`config.mk`:
```
export PLATFORM = sky130hd
export DESIGN_NAME = mul_iter_unit
export DESIGN_NICKNAME = d
export VERILOG_FILES = /design/src/rtl/func_types.sv /design/src/rtl/mul_operand_prep.sv /design/src/rtl/mul_iter_unit.sv
export SDC_FILE = /design/constraint.sdc
export NUM_CORES = 1
export LEC_CHECK = 0
export CORE_MARGIN = 5
export CORE_UTILIZATION = 59
export CTS_CLUSTER_DIAMETER = 50
export DETAILED_ROUTE_END_ITERATION = 7
export GPL_TIMING_DRIVEN = 0
export HOLD_SLACK_MARGIN = 0.15
export PLACE_DENSITY = 0.85
export SYNTH_ARGS = -nofsm -noshare
export SYNTH_HDL_FRONTEND = slang
export SYNTH_HIERARCHICAL = 1
export SYNTH_SLANG_ARGS = --single-unit
```
`constraint.sdc`:
```
create_clock -name clk -period 3.4 [get_ports clk]
set_input_delay 0.68 -clock clk [delete_from_list [all_inputs] [get_ports clk]]
set_output_delay 0.68 -clock clk [all_outputs]
set_load 0.01 [all_outputs]
```
`src/rtl/func_types.sv`:
```
// rtl/func_types.sv - shared functional-unit op encodings and multiplier sequencing types
package func_types;

    localparam int MUL_XLEN         = 32;
    localparam int MUL_ITER_LATENCY = MUL_XLEN + 2;

    typedef enum logic [2:0] {
        mul_op     = 3'b000,
        mul_op_h   = 3'b001,
        mul_op_hsu = 3'b010,
        mul_op_hu  = 3'b011
    } mul_ops;

    typedef enum logic [1:0] {
        IDLE = 2'd0,
        CALC = 2'd1,
        SIGN = 2'd2,
        DONE = 2'd3
    } mul_state_e;

endpackage

```
`src/rtl/mul_operand_prep.sv`:
```
// rtl/mul_operand_prep.sv - operand magnitudes and result sign for the iterative multiplier
module mul_operand_prep
    import func_types::*;
#(
    parameter int XLEN = 32
) (
    input  logic [2:0]      op,
    input  logic [XLEN-1:0] a,
    input  logic [XLEN-1:0] b,
    output logic [XLEN-1:0] mag_a,
    output logic [XLEN-1:0] mag_b,
    output logic            neg
);

    logic a_neg;
    logic b_neg;

    // Undefined op codes fall through as unsigned; their result is zeroed later.
    assign a_neg = ((op == mul_op_h) || (op == mul_op_hsu)) && a[XLEN-1];
    assign b_neg = (op == mul_op_h) && b[XLEN-1];

    // -0x80000000 wraps to itself, which is the correct unsigned magnitude.
    assign mag_a = a_neg ? -a : a;
    assign mag_b = b_neg ? -b : b;
    assign neg   = a_neg ^ b_neg;

endmodule

```
`src/rtl/mul_iter_unit.sv`:
```
// rtl/mul_iter_unit.sv - radix-2 shift-add multiplier with valid/ready request and response
module mul_iter_unit
    import func_types::*;
#(
    parameter int XLEN = 32
) (
    input  logic            clk,
    input  logic            rst_n,
    input  logic            flush,
    input  logic            req_valid,
    output logic            req_ready,
    input  logic [2:0]      req_op,
    input  logic [XLEN-1:0] req_a,
    input  logic [XLEN-1:0] req_b,
    output logic            resp_valid,
    input  logic            resp_ready,
    output logic [XLEN-1:0] resp_data,
    output logic            busy
);

    localparam int CW = $clog2(XLEN);

    mul_state_e        state;
    mul_state_e        state_nxt;
    logic [2:0]        op_q;
    logic [XLEN-1:0]   mcand_q;
    logic [2*XLEN-1:0] prod_q;
    logic              neg_q;
    logic [CW-1:0]     cnt_q;

    logic [XLEN-1:0]   mag_a;
    logic [XLEN-1:0]   mag_b;
    logic              prep_neg;
    logic              accept;
    logic [XLEN:0]     add_sum;
    logic [2*XLEN-1:0] prod_signed;
    logic [XLEN-1:0]   result_sel;

    mul_operand_prep #(.XLEN(XLEN)) u_prep (
        .op    (req_op),
        .a     (req_a),
        .b     (req_b),
        .mag_a (mag_a),
        .mag_b (mag_b),
        .neg   (prep_neg)
    );

    assign accept = req_valid && req_ready;

    // Low half of prod_q starts as the multiplier and drains out as the product shifts in.
    assign add_sum     = {1'b0, prod_q[2*XLEN-1:XLEN]} + {1'b0, mcand_q & {XLEN{prod_q[0]}}};
    assign prod_signed = neg_q ? -prod_q : prod_q;

    always_comb begin
        result_sel = '0;
        if (op_q == mul_op) begin
            result_sel = prod_signed[XLEN-1:0];
        end else if ((op_q == mul_op_h) || (op_q == mul_op_hsu) || (op_q == mul_op_hu)) begin
            result_sel = prod_signed[2*XLEN-1:XLEN];
        end
    end

    always_comb begin
        state_nxt  = state;
        req_ready  = 1'b0;
        resp_valid = 1'b0;
        busy       = 1'b1;
        case (state)
            IDLE: begin
                busy      = 1'b0;
                req_ready = rst_n && !flush;
                if (accept) state_nxt = CALC;
            end
            CALC: if (cnt_q == CW'(XLEN-1)) state_nxt = SIGN;
            SIGN: state_nxt = DONE;
            DONE: begin
                resp_valid = 1'b1;
                if (resp_ready) state_nxt = IDLE;
            end
            default: state_nxt = IDLE;
        endcase
        if (flush) state_nxt = IDLE;
    end

    always_ff @(posedge clk or negedge rst_n) begin
        if (!rst_n) begin
            state     <= IDLE;
            op_q      <= '0;
            mcand_q   <= '0;
            prod_q    <= '0;
            neg_q     <= 1'b0;
            cnt_q     <= '0;
            resp_data <= '0;
        end else begin
            state <= state_nxt;
            case (state)
                IDLE: begin
                    if (accept) begin
                        op_q    <= req_op;
                        mcand_q <= mag_a;
                        prod_q  <= {{XLEN{1'b0}}, mag_b};
                        neg_q   <= prep_neg;
                        cnt_q   <= '0;
                    end
                end
                CALC: begin
                    prod_q <= {add_sum, prod_q[XLEN-1:1]};
                    cnt_q  <= cnt_q + CW'(1);
                end
                SIGN: if (!flush) resp_data <= result_sel;
                default: ;
            endcase
        end
    end

endmodule

```
# Word-level counts from Yosys, hierarchy flattened
# Index checks and enable logic that the tools add are counted.
dict set report word_totals {
  ff_bits 139
  input_bits 72
  elab_cells 60
}
dict set report classes {
  n_addsub 5
  n_eq_ne 13
  muxes 17
  n_bitwise 3
  reduce_logical 15
}
# operator count
set ops {}
lappend ops {{$mux W32} 4}
lappend ops {{$mux W64} 2}
lappend ops {{$pmux W64 S2} 1}
lappend ops {{$neg A32 Y32} 2}
lappend ops {{$neg A64 Y64} 1}
lappend ops {{$add A32 B32 Y33} 1}
lappend ops {{$and A32 B32 Y32} 1}
lappend ops {{$pmux W5 S2} 1}
lappend ops {{$eq A3 B2 Y1 const B} 3}
lappend ops {{$ne A3 B3 Y1 const B} 3}
lappend ops {{$mux W2} 4}
lappend ops {{$pmux W2 S4} 1}
lappend ops {{$eq A3 B1 Y1 const B} 2}
lappend ops {{$reduce_and A2 Y1} 3}
lappend ops {{$add A5 B1 Y5 const B} 1}
lappend ops {{$eq A5 B5 Y1 const B} 1}
lappend ops {{$mux W5} 1}
lappend ops {{$eq A2 B2 Y1 const B} 2}
lappend ops {{$logic_and A1 B1 Y1} 4}
lappend ops {{$logic_not A3 Y1} 1}
lappend ops {{$logic_or A1 B1 Y1} 3}
lappend ops {{$mux W1} 3}
lappend ops {{$reduce_and A3 Y1} 1}
lappend ops {{$eq A2 B1 Y1 const B} 1}
lappend ops {{6 further kinds} 6}

# Depth between registers and ports, before layout
# Gate-level depths: netlist of run 1.
dict set report logic_depth {
  ltp_word 7
  ltp_mapped 14
}

# By module
# Netlist of run 1, hierarchy kept.
# module instances cells_per_inst area_each_um2
set by_module_without_submodules {}
lappend by_module_without_submodules {mul_iter_unit 1 998 9014.9}
lappend by_module_without_submodules {mul_operand_prep 1 214 1440.1}

# Least setup slack after synthesis of run 1
# OpenSTA, ideal clock, no wires.
dict set report synth_timing {
  path_kind {flip-flop to flip-flop}
  startpoint {register prod_q[0]}
  endpoint {register prod_q[63]}
  t_arrival_ps 2990
  t_required_ps 3313
  slack_ps 323
  stages_incl_launch_ff 15
  path_buffers 2
  period_less_slack_ps 3077
  cell_sequence {dfrtp_1 clkbuf_1 clkbuf_1 and2_1 ha_1 inv_1 fa_1 nand2b_1 a21oi_1 o21ai_0 and2_1 o21ai_0 a41oi_1 or4_1 o211ai_1}
}
dict set report synth_via {
  elab_chain_len 3
}
# element line
set synth_rtl {}
lappend synth_rtl {{start, declared} mul_iter_unit.sv:27} ;# logic [2*XLEN-1:0] prod_q;
lappend synth_rtl {{start signal, assigned} mul_iter_unit.sv:101} ;# prod_q <= {{XLEN{1'b0}}, mag_b};
lappend synth_rtl {{start signal, assigned} mul_iter_unit.sv:107} ;# prod_q <= {add_sum, prod_q[XLEN-1:1]};
lappend synth_rtl {{$and A32 B32 Y32} mul_iter_unit.sv:51} ;# assign add_sum = {1'b0, prod_q[2*XLEN-1:XLEN]} + {1'b0, mcand_q & {XLEN{prod_q[0]}}};
lappend synth_rtl {{$add A32 B32 Y33} mul_iter_unit.sv:51}
lappend synth_rtl {{$pmux W64 S2} mul_iter_unit.sv:96} ;# case (state)
# Every way passes these cells.
# A chain may end at the register's enable or synchronous reset.

# Final worst setup path of run 1
# Ends and elaborated chain as after synthesis.

==> out/results.tsv, run 1 <==
stage	metric	value	unit
status	outcome	finished with violations	
status	failing checks	max-capacitance violations	
floorplanning	Initial Utilization	60.2	%
timing	post-route setup slack	39.9	ps
global_routing	met3 Usage GRT	6.13	%
place	Place WS	-628	ps
global_routing	first-pass GRT wire length	50100	um
clock_network	H-tree lvl count	4	
layout	fin area	12600	um2
floorplanning	die span in x	143	um
clock_network	Num CTS Buffers	17	
clock_network	clk slew on worst S/H paths	80	ps
timing	Setup Skew	15.1	ps
detailed_routing	Via density	6.47	
global_routing	initial antenna violation count	0	
timing	setup violators final	0	
detailed_routing	DRC viols	0	
setup_path	crit end category	register	
floorplanning	CORE AREA	17400	um2
global_routing	met1 usage	42.7	%
setup_path	Crit Path Max Fanout	10	
yosys	async set-reset flop share out of synthesis	100	%
global_routing	pin count of the biggest net entering global routing	99	
yosys	Seq cells post-synth	139	
floorplanning	DIE AREA	20500	um2
timing	Final Max Tran Viols	0	
yosys	Synth Warn #	6	
floorplanning	Die Ht	143	um
clock_network	Worst-Skew Late Latency	440	ps
setup_path	WP data required	3740	ps
detailed_routing	Initial DRC Count	1378	
pwr	PwrDens	718	nW/um2
global_routing	vias in the first global route	9388	
place	Post-DP Area	11800	um2
timing	Tmin final	3360	ps
setup_path	Startpoint Class	register	
clock_network	Post-CTS Hold Buffers	0	
global_routing	gr busiest metal	met2	
detailed_routing	Final ANT Viol Nets	0	
layout	Layout area overhead	20.2	%
place	post-DP HPWL	23800	um
setup_path	crit path kind	reg2reg	
place	PortBufs	106	
timing	Slew HR	1.72	%
flow_run	Max Cap Viol	1	
clock_network	Longest Clk Path Bufs	2	
detailed_routing	via count	10200	
clock_network	CTS tree	built	
setup_path	slowest stage delay, CP	540	ps
yosys	post-synth cell types	71	
timing	Peak Freq	0.298	GHz
setup_path	slowest CP cell	or4_1	
layout	Antenna Cells	0	
pwr	worst vdd ir	520	uV
yosys	Post-Synthesis Cells	1212	
setup_path	CP arrival	3700	ps
global_routing	met2 GRT Util	48.0	%
yosys	synthesized area	10500	um2
timing	RSZ-0062 raised after global routing	true	
detailed_routing	Post-Route WL	31600	um
timing	final worst path period share	98.8	%
layout	Nets	1453	
timing	endpoints failing hold	0	
floorplanning	row cnt	48	
yosys	sequential-to-total area share from yosys stat	33.3	%
clock_network	clock sink count	139	
global_routing	total grt overflow	0	
yosys	syn_nets	1326	
detailed_routing	Initial DRT Pass Iterations	7	
timing	worst slew pin tran	1460	ps
floorplanning	io pins	107	
yosys	number of synthesized flops with an enable pin	0	
setup_path	CP cell instances	clkbuf_4 -> and2_1 -> ha_1 -> inv_1 -> fa_1 -> nand2b_1 -> a21oi_2 -> o21ai_1 -> and2_1 -> o21ai_1 -> a41oi_1 -> or4_1 -> o211ai_1	
pwr	Pleak	5.04	nW
clock_network	CTS Root Cell	clkbuf_16	
worst_hold_path	HP Class	in2async	
layout	share of layout cells above drive strength 1	9.91	%
yosys	syn_area_per_cell	8.63	um2
place	GPL Wtd Cong	0.974	
detailed_routing	wire length per cell	20.1	um
global_routing	GRT Total Usage	30.9	%
yosys	predominant post-synthesis flop cell	dfrtp_1	
## where the power goes
part / switching, W / internal, W / total [W]
Sequential: 0.000694 / 0.00228 / 0.00297
Clock: 0.000856 / 0.00105 / 0.00190
Combinational: 0.00236 / 0.00179 / 0.00415
Total: 0.00391 / 0.00511 / 0.00902
## cell usage in the layout (no fill, tap or decap), drive strengths merged, types with 18 or more instances in the layout
cell / n
a22oi: 18
a21oi: 65
o31ai: 31
inv: 36
nor2: 81
nor4: 22
xnor2: 79
mux2i: 38
clkdlybuf4s50: 105
dfrtp: 139
nand3: 20
nand2: 130
xor2: 62
nor3: 30
o21ai: 131
and2: 36
ha: 41
mux2: 36
clkbuf: 70
## registers in the layout, indices dropped and copies added (netlist names)
| signal | flops |
|---|---|
| neg_q | 1 |
| mcand_q | 32 |
| state | 2 |
| resp_data | 32 |
| prod_q | 64 |
| op_q | 3 |
| cnt_q | 5 |
## area by class of cell
class	instances	area (um2)
multi-input cells	978	6710
inverters	28	105
plain buffers	61	245
flip-flops and latches	139	3480
clock buffers	17	425
clock inverters	15	173
well taps	225	282
fillers	1272	4790
repair buffers	114	1140
## synth_stat cells (36+ instances only)
master	number	area, um2
xnor2_1	79	692
dfrtp_1	139	3480
clkbuf_1	59	221
and2_1	36	225
o21ai_0	130	651
nand2_1	130	488
mux2i_1	38	380
xor2_1	62	543
nor2_1	81	304
ha_1	41	513
mux2_2	36	405
a21oi_1	65	325
## worst max-delay path, delay by kind of cell, from the launching register on
kind | cells | cell delay [ps]
buffers and inverters | 2 | 270
and+or+nand+nor | 4 | 1130
adders and majority gates | 2 | 570
DFF | 1 | 380
AOI/OAI and AO/OA | 5 | 890
## cell families (layout without fill, tap and decap cells)
| family | count (synthesis) | count (layout) | share of synthesized area, % |
|---|---|---|---|
| compound gates | 329 | 329 | 19.9 |
| xor+xnor | 141 | 141 | 11.8 |
| fa+ha+maj | 42 | 42 | 5.10 |
| buf+inv | 95 | 235 | 3.52 |
| flops | 139 | 139 | 33.3 |
| mux | 74 | 74 | 7.52 |
| simple gates | 392 | 392 | 18.9 |
## path summary, 6_finish.rpt
| kind | start | to | slack (ps) | depth (start not counted) |
|---|---|---|---|---|
| hold reg to reg | mcand_q[17]$_DFFE_PN0P_ | mcand_q[17]$_DFFE_PN0P_ | 500 | 1 |
| hold / removal | rst_n | resp_data[3]$_DFFE_PN0P_ | 140 | 1 |
| max in group asynchronous | rst_n | resp_data[16]$_DFFE_PN0P_ | 2430 | 2 |
| setup / recovery | prod_q[0]$_DFFE_PN0P_ | prod_q[63]$_DFFE_PN0P_ | 40 | 13 |
| setup reg to reg | prod_q[0]$_DFFE_PN0P_ | prod_q[63]$_DFFE_PN0P_ | 40 | 13 |
| min in group clk | mcand_q[17]$_DFFE_PN0P_ | mcand_q[17]$_DFFE_PN0P_ | 500 | 1 |
## stage by stage
step           cells  utilization, %  total power [W]  hold slack, ps  setup TNS [ps]
2_1_floorplan   1212               -          0.00551             384               0
3_3_place_gp    1543            68.0          0.00674             480        -1000740
3_5_place_dp    1544            68.1          0.00690             487           -4990
4_1_cts         1576            71.7          0.00886             151               0
5_1_grt         1577            72.4          0.00956             161            -525
6_report        1577            72.4          0.00902             142               0
## per-layer routing
layer	routed length [um]	part of all wire, %
met1	13000	41
met5	0	0
met2	14500	46
met3	3040	9.6
met4	1160	3.7
## what timing repair did
action,CTS,global route
gates resized for setup,7,25
pin swaps,0,2
buffers inserted,2,5
setup endpoints to repair,29,33
Power figures use the tool's default switching activity.
==> inputs of run 2 (changes only) <==
--- a/config.mk
+++ b/config.mk
@@ -7,7 +7,6 @@
 export LEC_CHECK = 0
 export CORE_MARGIN = 5
 export CORE_UTILIZATION = 59
-export CTS_CLUSTER_DIAMETER = 50
 export DETAILED_ROUTE_END_ITERATION = 7
 export GPL_TIMING_DRIVEN = 0
 export HOLD_SLACK_MARGIN = 0.15
==> constraint.sdc (replaced) <==
create_clock -name clk -period 3.7 [get_ports clk]
set_input_delay 0.74 -clock clk [delete_from_list [all_inputs] [get_ports clk]]
set_output_delay 0.74 -clock clk [all_outputs]
set_load 0.01 [all_outputs]
==> run 2 against run 1 <==
The run ends with max-capacitance violations, max-slew violations left. Final area fell by 0.92%. Non-clock buffer count fell by 2. Sequential share of layout area grew 0.25 points. Critical endpoint unchanged. Register-to-register slack improved by 60 ps. Combinational power shrank 8.9%. Sequential power decreased by 8.8%. Clock power down 8%. Die area did not move. Critical path type unchanged. Cell count decreased by 0.13%. Largest cell class unchanged. Global-route usage shrank 0.071 points. Total power is 8.7% lower.
==> out/results.tsv, run 2 (synthesis results as in run 1) <==
stage	metric	value	unit
layout	Regs by FF count	prod_q (64), mcand_q (32), resp_data (32)	
setup_path	Reg-to-Reg End	prod_q[63]$_DFFE_PN0P_	
timing	Tmin final	3600	ps
status	failing checks	max-capacitance violations, max-slew violations	
layout	most flop-heavy register	prod_q	
floorplanning	die span in x	143	um
setup_path	RR Startpoint	prod_q[0]$_DFFE_PN0P_	
layout	share of layout cells above drive strength 1	7.78	%
clock_network	H-tree lvl count	4	
detailed_routing	Final ANT Viol Nets	0	
setup_path	Crit Path Max Fanout	10	
timing	Setup Skew	13.7	ps
clock_network	Longest Clk Path Bufs	2	
setup_path	WP data required	4040	ps
pwr	Pleak	5.03	nW
global_routing	GRT Total Usage	30.9	%
global_routing	total grt overflow	0	
pwr	Clk pwr share	21.3	%
timing	Slew HR	-0.0239	%
timing	setup violators final	0	
layout	most common cell after layout, fill and taps aside	dfrtp_1	
clock_network	Num CTS Buffers	17	
detailed_routing	wire length per cell	19.9	um
place	GPL Wtd Cong	0.974	
setup_path	reg2reg path depth	13	
clock_network	CTS tree	built	
timing	setup TNS	0	ps
detailed_routing	Initial DRC Count	1412	
global_routing	first-pass GRT wire length	50100	um
setup_path	CP arrival	3950	ps
pwr	PwrDens	661	nW/um2
clock_network	CTS Root Cell	clkbuf_16	
worst_hold_path	HP Class	in2async	
clock_network	clk slew on worst S/H paths	70	ps
setup_path	CP cell instances	clkbuf_4 -> and2_1 -> ha_1 -> inv_1 -> fa_1 -> nand2b_1 -> a21oi_1 -> o21ai_0 -> and2_1 -> o21ai_0 -> a41oi_1 -> or4_1 -> o211ai_1	
place	PortBufs	106	
place	post-DP HPWL	23800	um
flow_run	Max Cap Viol	1	
timing	post-route setup slack	95.2	ps
clock_network	Worst-Skew Late Latency	440	ps
detailed_routing	DRC viols	0	
global_routing	vias in the first global route	9358	
setup_path	crit path kind	reg2reg	
floorplanning	io pins	107	
place	Place WS	-328	ps
global_routing	initial antenna violation count	0	
setup_path	Startpoint Class	register	
status	outcome	finished with violations	
pwr	Power Internal	0.00467	W
floorplanning	Initial Utilization	60.2	%
layout	max reg flops	64	
clock_network	clock sink count	139	
layout	Antenna Cells	0	
detailed_routing	Initial DRT Pass Iterations	6	
setup_path	Buf/Inv on CP	2	
pwr	combinational share of power	45.9	%
global_routing	pin count of the biggest net entering global routing	99	
timing	final worst path period share	97.4	%
layout	Nets	1451	
pwr	worst vdd ir	487	uV
place	post-placement cell count	1544	
floorplanning	row cnt	48	
layout	Non-Filler Instances	1575	
pwr	sw frac	43.3	%
detailed_routing	Post-Route WL	31400	um
setup_path	Largest delay share family, worst path	simple AND/OR/NAND/NOR gates	
setup_path	flop2flop setup slack	100	ps
layout	Layout area overhead	19.1	%
layout	commonest non-fill, non-tap cells in the layout	138 x dfrtp_1, 130 x nand2_1, 129 x o21ai_0	
detailed_routing	via count	10100	
detailed_routing	Via density	6.38	
timing	Peak Freq	0.277	GHz
setup_path	slowest CP cell	or4_1	
timing	endpoints failing hold	0	
timing	worst slew pin tran	1490	ps
pwr	sw power	0.00357	W
layout	fin util	71.7	%
floorplanning	CORE AREA	17400	um2
setup_path	crit end category	register	
setup_path	slowest stage delay, CP	540	ps
timing	Final Max Tran Viols	1	
pwr	sequential share of power	32.9	%
floorplanning	DIE AREA	20500	um2
floorplanning	Die Ht	143	um
-- run 2: power groups by stage --
stage               logic (W)  registers (W)  clock network (W)
floorplan             0.00252        0.00254                  0
global placement      0.00352        0.00267                  0
detailed placement    0.00364        0.00270                  0
CTS                   0.00367        0.00269            0.00176
global route          0.00412        0.00277            0.00183
finish                0.00378        0.00271            0.00175
-- run 2: what timing repair did --
item                                    4_1_cts  5_1_grt
endpoints found under the setup margin       12        8
hold endpoints to repair                      0        0
setup buffers                                 0        1
hold buffers                                  0        0
resized for setup                             3        3
-- run 2: cell type report --
| cell class | count | area [um2] |
|---|---|---|
| Tap cell | 225 | 282 |
| Timing Repair Buffer | 108 | 1110 |
| Multi-Input combinational cell | 978 | 6620 |
| Buffer | 65 | 259 |
| Clock inverter | 15 | 173 |
| Fill cell | 1294 | 4910 |
| Clock buffer | 17 | 425 |
| Sequential cell | 139 | 3480 |
| Inverter | 28 | 105 |
-- run 2: stage by stage --
stage / instance area [um2] / hold WS (ps) / power (W)
2_1_floorplan: 10500 / 444 / 0.00506
3_3_place_gp: 11800 / 480 / 0.00619
3_5_place_dp: 11800 / 487 / 0.00634
4_1_cts: 12400 / 211 / 0.00812
5_1_grt: 12500 / 221 / 0.00872
6_report: 12500 / 204 / 0.00824
-- run 2: metal layers --
metal | share of wire [%] | global-route usage (%) | up-vias
met5 | 0 | 0 | -
met1 | 41 | 42.6 | 4762
met3 | 9.5 | 6.13 | 98
li1 | - | - | 4640
met2 | 46 | 48.2 | 556
met4 | 3.4 | 11.7 | 0
-- run 2: how the worst max path moves through the flow --
stage	from	end	depth (start not counted)
global placement	rst_n	prod_q[63]$_DFFE_PN0P_	7
finish	prod_q[0]$_DFFE_PN0P_	prod_q[63]$_DFFE_PN0P_	13
CTS	prod_q[0]$_DFFE_PN0P_	prod_q[63]$_DFFE_PN0P_	13
global route	prod_q[0]$_DFFE_PN0P_	prod_q[63]$_DFFE_PN0P_	13
floorplan	prod_q[0]$_DFFE_PN0P_	prod_q[63]$_DFFE_PN0P_	14
detailed placement	prod_q[0]$_DFFE_PN0P_	prod_q[63]$_DFFE_PN0P_	14
